[config.mk]
export PLATFORM = sky130hd
export DESIGN_NAME = alu_exec_unit
export DESIGN_NICKNAME = d
export VERILOG_FILES = /design/src/rtl/alu_pkg.sv /design/src/rtl/alu_shift_iter.sv /design/src/rtl/alu_exec_unit.sv
export SDC_FILE = /design/constraint.sdc
export NUM_CORES = 1
export LEC_CHECK = 0
export BUFFER_PORTS_ARGS = -buffer_cell sky130_fd_sc_hd__buf_2
export CAP_MARGIN = 20
export CORE_UTILIZATION = 64
export CTS_BUF_LIST = sky130_fd_sc_hd__clkbuf_16
export DETAILED_ROUTE_END_ITERATION = 10
export PLACE_DENSITY = 0.88
export REMOVE_ABC_BUFFERS = 1
export SLEW_MARGIN = 20
export SYNTH_ARGS = -nofsm -noshare
export SYNTH_HDL_FRONTEND = slang
export SYNTH_SLANG_ARGS = --single-unit
[constraint.sdc]
create_clock -name clk -period 5.2 [get_ports clk]
set_input_delay 0.78 -clock clk [delete_from_list [all_inputs] [get_ports clk]]
set_output_delay 0.78 -clock clk [all_outputs]
set_load 0.02 [all_outputs]
[src/rtl/alu_pkg.sv]
// rtl/alu_pkg.sv - ALUControl code table and exec-unit FSM state encodings
package alu_pkg;

  localparam logic [2:0] ALUCTL_ADD = 3'b000;
  localparam logic [2:0] ALUCTL_SUB = 3'b001;
  localparam logic [2:0] ALUCTL_AND = 3'b010;
  localparam logic [2:0] ALUCTL_OR  = 3'b011;
  localparam logic [2:0] ALUCTL_XOR = 3'b100;
  localparam logic [2:0] ALUCTL_SLT = 3'b101;
  localparam logic [2:0] ALUCTL_SLL = 3'b110;
  localparam logic [2:0] ALUCTL_SRL = 3'b111;

  typedef enum logic [1:0] {
    ST_IDLE  = 2'd0,
    ST_SHIFT = 2'd1,
    ST_DONE  = 2'd2
  } alu_state_e;

endpackage

[src/rtl/alu_shift_iter.sv]
// rtl/alu_shift_iter.sv - one-bit-per-cycle shifter with down-counter and last-step flag
module alu_shift_iter #(
  parameter int WIDTH = 32,
  parameter int SW    = $clog2(WIDTH)
) (
  input  logic             clk,
  input  logic             rst,
  input  logic             load,
  input  logic             left,
  input  logic [WIDTH-1:0] data_in,
  input  logic [SW-1:0]    shamt,
  output logic [WIDTH-1:0] shifted,
  output logic             done
);

  logic [WIDTH-1:0] data_q;
  logic [SW-1:0]    count_q;
  logic             left_q;

  assign shifted = left_q ? (data_q << 1) : (data_q >> 1);
  // done marks the cycle whose shift is the final one, so the caller can capture shifted directly
  assign done    = (count_q == SW'(1));

  always_ff @(posedge clk) begin
    if (rst) begin
      data_q  <= '0;
      count_q <= '0;
      left_q  <= 1'b0;
    end else if (load) begin
      data_q  <= data_in;
      count_q <= shamt;
      left_q  <= left;
    end else if (count_q != '0) begin
      data_q  <= shifted;
      count_q <= count_q - SW'(1);
    end
  end

endmodule

[src/rtl/alu_exec_unit.sv]
// rtl/alu_exec_unit.sv - handshaked ALU execute stage; iterative SLL/SRL under ALU_EXEC_SHIFT_EN
module alu_exec_unit #(
  parameter int WIDTH = 32
) (
  input  logic             clk,
  input  logic             rst,
  input  logic             in_valid,
  output logic             in_ready,
  input  logic [2:0]       ALUControl,
  input  logic [WIDTH-1:0] SrcA,
  input  logic [WIDTH-1:0] SrcB,
  output logic             out_valid,
  input  logic             out_ready,
  output logic [WIDTH-1:0] ALUResult,
  output logic             Zero
);
  import alu_pkg::*;

  alu_state_e       state, state_next;
  logic [WIDTH-1:0] result_q, res_next, alu_out;
  logic             zero_q, load_res;

`ifdef ALU_EXEC_SHIFT_EN
  localparam int SW = $clog2(WIDTH);
  logic             is_shift, shift_load, shift_done;
  logic [SW-1:0]    shamt;
  logic [WIDTH-1:0] shifted;

  assign is_shift = (ALUControl == ALUCTL_SLL) || (ALUControl == ALUCTL_SRL);
  assign shamt    = SrcB[SW-1:0];

  alu_shift_iter #(.WIDTH(WIDTH), .SW(SW)) u_shift (
    .clk     (clk),
    .rst     (rst),
    .load    (shift_load),
    .left    (ALUControl == ALUCTL_SLL),
    .data_in (SrcA),
    .shamt   (shamt),
    .shifted (shifted),
    .done    (shift_done)
  );
`endif

  always_comb begin
    alu_out = '0;
    case (ALUControl)
      ALUCTL_ADD: alu_out = SrcA + SrcB;
      ALUCTL_SUB: alu_out = SrcA - SrcB;
      ALUCTL_AND: alu_out = SrcA & SrcB;
      ALUCTL_OR:  alu_out = SrcA | SrcB;
      ALUCTL_XOR: alu_out = SrcA ^ SrcB;
      ALUCTL_SLT: alu_out = {{(WIDTH-1){1'b0}}, $signed(SrcA) < $signed(SrcB)};
      default:    alu_out = '0;
    endcase
  end

  assign in_ready  = (state == ST_IDLE) || ((state == ST_DONE) && out_ready);
  assign out_valid = (state == ST_DONE);
  assign ALUResult = result_q;
  assign Zero      = zero_q;

  always_comb begin
    state_next = state;
    load_res   = 1'b0;
    res_next   = alu_out;
`ifdef ALU_EXEC_SHIFT_EN
    shift_load = 1'b0;
`endif
    case (state)
      ST_IDLE, ST_DONE: begin
        if (in_valid && in_ready) begin
          load_res   = 1'b1;
          state_next = ST_DONE;
`ifdef ALU_EXEC_SHIFT_EN
          if (is_shift) begin
            if (shamt == '0) begin
              res_next = SrcA;
            end else begin
              load_res   = 1'b0;
              shift_load = 1'b1;
              state_next = ST_SHIFT;
            end
          end
`endif
        end else if ((state == ST_DONE) && out_ready) begin
          state_next = ST_IDLE;
        end
      end
`ifdef ALU_EXEC_SHIFT_EN
      ST_SHIFT: begin
        if (shift_done) begin
          load_res   = 1'b1;
          res_next   = shifted;
          state_next = ST_DONE;
        end
      end
`endif
      default: state_next = ST_IDLE;
    endcase
  end

  always_ff @(posedge clk) begin
    if (rst) begin
      state    <= ST_IDLE;
      result_q <= '0;
      zero_q   <= 1'b0;
    end else begin
      state <= state_next;
      if (load_res) begin
        result_q <= res_next;
        zero_q   <= (res_next == '0);
      end
    end
  end

endmodule
### After elaboration in Yosys (flattened, before gate mapping)

Index checks and enable logic that the tools add are counted.

| storage, ports and cells | value |
|---|---|
| bits in registers | 34 |
| bits in latches | 0 |
| bits in writable memories | 0 |
| memory bits (read-only) | 0 |
| bits of input ports | 71 |
| word-level logic and storage cells | 29 |
| memories kept | 0 |

| cells by class | value |
|---|---|
| add/subtract/negate cells | 2 |
| multiply operators | 0 |
| div/mod/pow operators | 0 |
| magnitude comparators | 1 |
| equality and inequality tests | 5 |
| shift operators | 0 |
| muxes and demuxes | 5 |
| bitwise operators | 4 |
| reduce and logical (&&, ||, !) cells | 9 |

Operator list:

| operator | count |
|---|---|
| one-hot mux 32 bit (6 select lines) | 1 |
| adder 32 bit | 1 |
| bitwise AND 32 bit | 1 |
| logical NOT 32 bit | 1 |
| < comparator 32 bit | 1 |
| bitwise OR 32 bit | 1 |
| subtractor 32 bit | 1 |
| bitwise XOR 32 bit | 1 |
| == test 3 x 2 -> 1 bit (second input constant) | 2 |
| == test 3 bit (second input constant) | 2 |
| 2-to-1 mux 2 bit | 2 |
| OR reduction 2 bit | 2 |
| == test 3 x 1 -> 1 bit (second input constant) | 1 |
| logical NOT 3 bit | 1 |
| logical AND 1 bit | 2 |
| logical NOT 2 bit | 1 |
| 2-to-1 mux 1 bit | 2 |
| nonzero test 2 bit | 1 |
| logical OR 1 bit | 1 |
| NOT 1 bit | 1 |

### Logic depth before layout (Yosys ltp)

| logic depth | value |
|---|---|
| depth in word-level cells | 5 |
| depth in mapped cells | 14 |

### Least setup slack after synthesis

OpenSTA, ideal clock, no wires.

| path | value |
|---|---|
| path type | input port to flip-flop |
| from | input SrcA[0] |
| to | register zero_q (netlist: Zero) |
| library setup time | 0.096 ns |
| data arrival time | 3.564 ns |
| setup slack | 1.540 ns |
| cell stages on the path | 13 |
| buffers on the path | 0 |
| path through | ha_1 -> fa_1 -> a21o_1 -> a221o_1 -> a21oi_1 -> nand3_1 -> a32o_1 -> nor4_1 -> nand4_1 -> nor4bb_1 -> and4_1 -> nand4_1 -> o41ai_2 |

| on the way | value |
|---|---|
| word-level cells in the longest chain between the ends | 3 |
| elaborated cells on any way between the ends | 8 |
| classes of those cells | add/sub: 2; order compare: 1; mux: 1; bitwise: 3; reduce/logical: 1 |

Ends and longest elaborated chain:

| what | RTL line | source |
|---|---|---|
| from (decl) | alu_exec_unit.sv:10 | `input logic [WIDTH-1:0] SrcA,` |
| subtractor 32 bit (tied with other cells) | alu_exec_unit.sv:48 | `ALUCTL_SUB: alu_out = SrcA - SrcB;` |
| one-hot mux 32 bit (6 select lines) * | alu_exec_unit.sv:46 | `case (ALUControl)` |
| logical NOT 32 bit * | alu_exec_unit.sv:111 | `zero_q <= (res_next == '0);` |
| to (signal assigned) | alu_exec_unit.sv:111 |  |
| to (decl) | alu_exec_unit.sv:21 | `logic zero_q, load_res;` |

Every way passes the cells marked *; elsewhere a longest branch is shown, timed or not.
A chain may end at the register's enable or synchronous reset.

### Final worst setup path

Ends and elaborated chain as after synthesis.

==> results.txt <==
M1 GR Usage = 55.6%
Ranking of synthesized cells by area = ha_1, dfxtp_1, a21oi_1
Initial Utilization = 66.2%
Global-route wire length before repair = 37.6 mm
Kind of critical path = in2reg
Met2 GRT Util = 67.5%
Largest family of logic cells by synthesized area = compound AO/OA/AOI/OAI gates
Vias in the first global route = 7373
Final HPWL DP = 17.7 mm
Simple-Gate Fraction of Synth Area = 21.7%
Slowest stage delay, CP = 920 ps
Global-route usage over all layers = 41.8%
Post-synth top area cell = ha_1
Die Ht = 105 µm
Iteration count of the initial detailed-routing pass = 9
Status = finished clean
Flops & latches, synth = 34
CTS root buf = clkbuf_16
# diodes = 0
Num CTS Buffers = 5
Most frequent CP cell = nand4_1
Post-route ant nets = 0
Post-route clock period utilization = 86.2%
Area delta synth->final = 10.9%
Actual slew at the worst max-slew pin = 1070 ps
Initial antenna violation count = 0
Synthesized area per cell = 6.93 µm²
CP cell instances = buf_2 -> inv_1 -> ha_1 -> fa_1 -> nor2_1 -> o211ai_1 -> a2111oi_0 -> or3_1 -> xnor2_1 -> a221oi_1 -> nand4_1 -> nor3_1 -> and4_1 -> nand4_1 -> o41ai_2
Sequential area share after synthesis = 9.97%
Nets = 1226
Clock Latency Late Sink = 280 ps
DR DRC count = 0
Layout cells sized above 1 = 15.6%
Cell Area, Synth = 6830 µm²
Fill cells = 892
Slew Viols, Final = 0
Crit. End Element = flop
Core Region = 10300 µm²
Crit path max-delay cell type = a2111oi_0
Max_cap viols = 0
Clock sinks = 34
Clock Pin Slew Worst Setup and Hold Paths = 50 ps
Cells after synthesis = 985
Minimum clock period = 4480 ps
Rows = 37
Routed WL per cell = 19.7 µm
Synth cell count leaders = a21oi_1, ha_1, nor2_1
Via/cell ratio = 6.77
Async SR Flop Fraction = 0%
Vias = 8049
Post-CTS setup buffers = 0
# hold bufs at CTS = 0
Most Crowded Layer GR = met2
Yosys warns = 0
Synth Area in XOR/XNOR = 1.03%
Relative slew slack = 28.5%
Max VDD drop = 251 µV
Skew final = 1.86 ps
# port buffers = 105
WL final = 23.4 mm
Leak pwr = 3.59 nW
Highest clock rate = 0.223 GHz
Fin. Hold Viols = 0
Largest net degree at the start of global routing = 54
Die X = 105 µm
Top cell type's share of synthesized area = 18.5%
GP Congestion = 1.05
Power Density = 195 nW/µm²
CP required = 5390 ps
Io pins = 106
Clock tree buffer depth = 2
Synth Flop Type = dfxtp_1
Dominant cell by count in the synthesized netlist = a21oi_1
Post-synth EDFFs = 0
Synth unique cells = 85
CP startpoint kind = input pin
Htree depth = 2
RSZ-0062 raised after global routing = false
Met3 Use GR = 6.43%
Die footprint = 11100 µm²
Multiplexer share of the synthesized area = 2.80%
Setup TNS Final = 0 ps
Post-cts repair resize count = 0
Post-Synth Adder-Cell Area = 19.1%
GRT overflow = 0
Worst Hold Class = reg2reg
CTS tree = built
DR iter-0 viols = 992
Crit-path max FO = 4
Setup Viol. Count Final = 0
Synth Area in Compound Gates = 35.8%
CP Data Arrival Time = 4670 ps
Worst hold slack = 453 ps
[placed cells by master (no fill, tap or decap), types with 5 or more instances in the layout]
cell,count
o21a_1,5
or3_1,9
and3_1,8
o211ai_1,12
a21o_1,17
o31ai_1,14
ha_1,101
buf_4,16
inv_1,98
xnor2_1,5
o21bai_1,12
a221o_1,6
nand3_1,23
o21ba_2,6
nor2_1,99
clkbuf_16,5
a221oi_1,7
o221ai_1,5
nand4_1,14
mux2i_1,18
o21ai_0,52
dfxtp_1,34
nor3_1,21
nor2b_1,10
nand2b_1,6
a211oi_1,37
a31oi_1,12
nor4_1,15
a21oi_1,103
buf_2,105
nand2_1,69
[sequential cells by signal, indices dropped and copies added (netlist names)]
register and count:
ALUResult 32, state 1, Zero 1
[per-stage QoR]
stage               utilization, %  setup slack [ps]  cell area (µm²)  total power [mW]  cells
finish                        73.4               719             7570              1.47   1189
global route                  73.4               550             7570              1.55   1189
CTS                           73.4               835             7570              1.44   1189
detailed placement            71.5               546             7380              1.06   1181
global placement              71.5               841             7380              1.05   1181
floorplan                        -              1240             6570             0.813    924
[logic make-up (layout without fill, tap and decap cells)]
kind of cell / after synthesis / after routing
AND/OR/NAND/NOR: 304 / 304
adder cells (fa/ha/maj): 103 / 103
flip-flops: 34 / 34
buffers and inverters: 164 / 232
multiplexers: 19 / 19
AO/OA/AOI/OAI: 353 / 353
XOR/XNOR: 8 / 8
[layer usage]
metal / part of all wire (%) / vias to the layer above
li1: - / 3715
met1: 40 / 3600
met2: 44 / 603
met3: 11 / 131
met4: 4.8 / 0
met5: 0 / -
[cell type report]
cell class                      count  area, µm²  share of cell area, %
Multi-Input combinational cell    787       5500                   72.6
Timing Repair Buffer              121        646                   8.52
Clock inverter                      3       63.8                  0.843
Tap cell                          136        170                   2.25
Inverter                          103        389                   5.14
Sequential cell                    34        681                   8.99
Clock buffer                        5        125                   1.65
[worst paths after layout]
| path | start | depth (start not counted) | endpoint | slack (ps) |
|---|---|---|---|---|
| worst max register to register | state[1] | 11 | Zero | 2030 |
| worst min register to register | ALUResult[2] | 2 | ALUResult[2] | 450 |
| worst max-delay path | SrcA[0] | 15 | Zero | 720 |
| worst min-delay path | ALUResult[2] | 2 | ALUResult[2] | 450 |
[report_power, final]
| part | internal (mW) | switching [mW] |
|---|---|---|
| combinational | 0.274 | 0.513 |
| sequential | 0.283 | 0.0162 |
| clock | 0.273 | 0.114 |
| total | 0.830 | 0.644 |
[critical path: cells and delay by family]
family | cells | cell delay [ps]
fa+ha+maj | 2 | 690
simple gates | 6 | 1150
compound gates | 4 | 1830
buf+inv | 2 | 150
xor+xnor | 1 | 80
(Power assumes the default switching activity.)
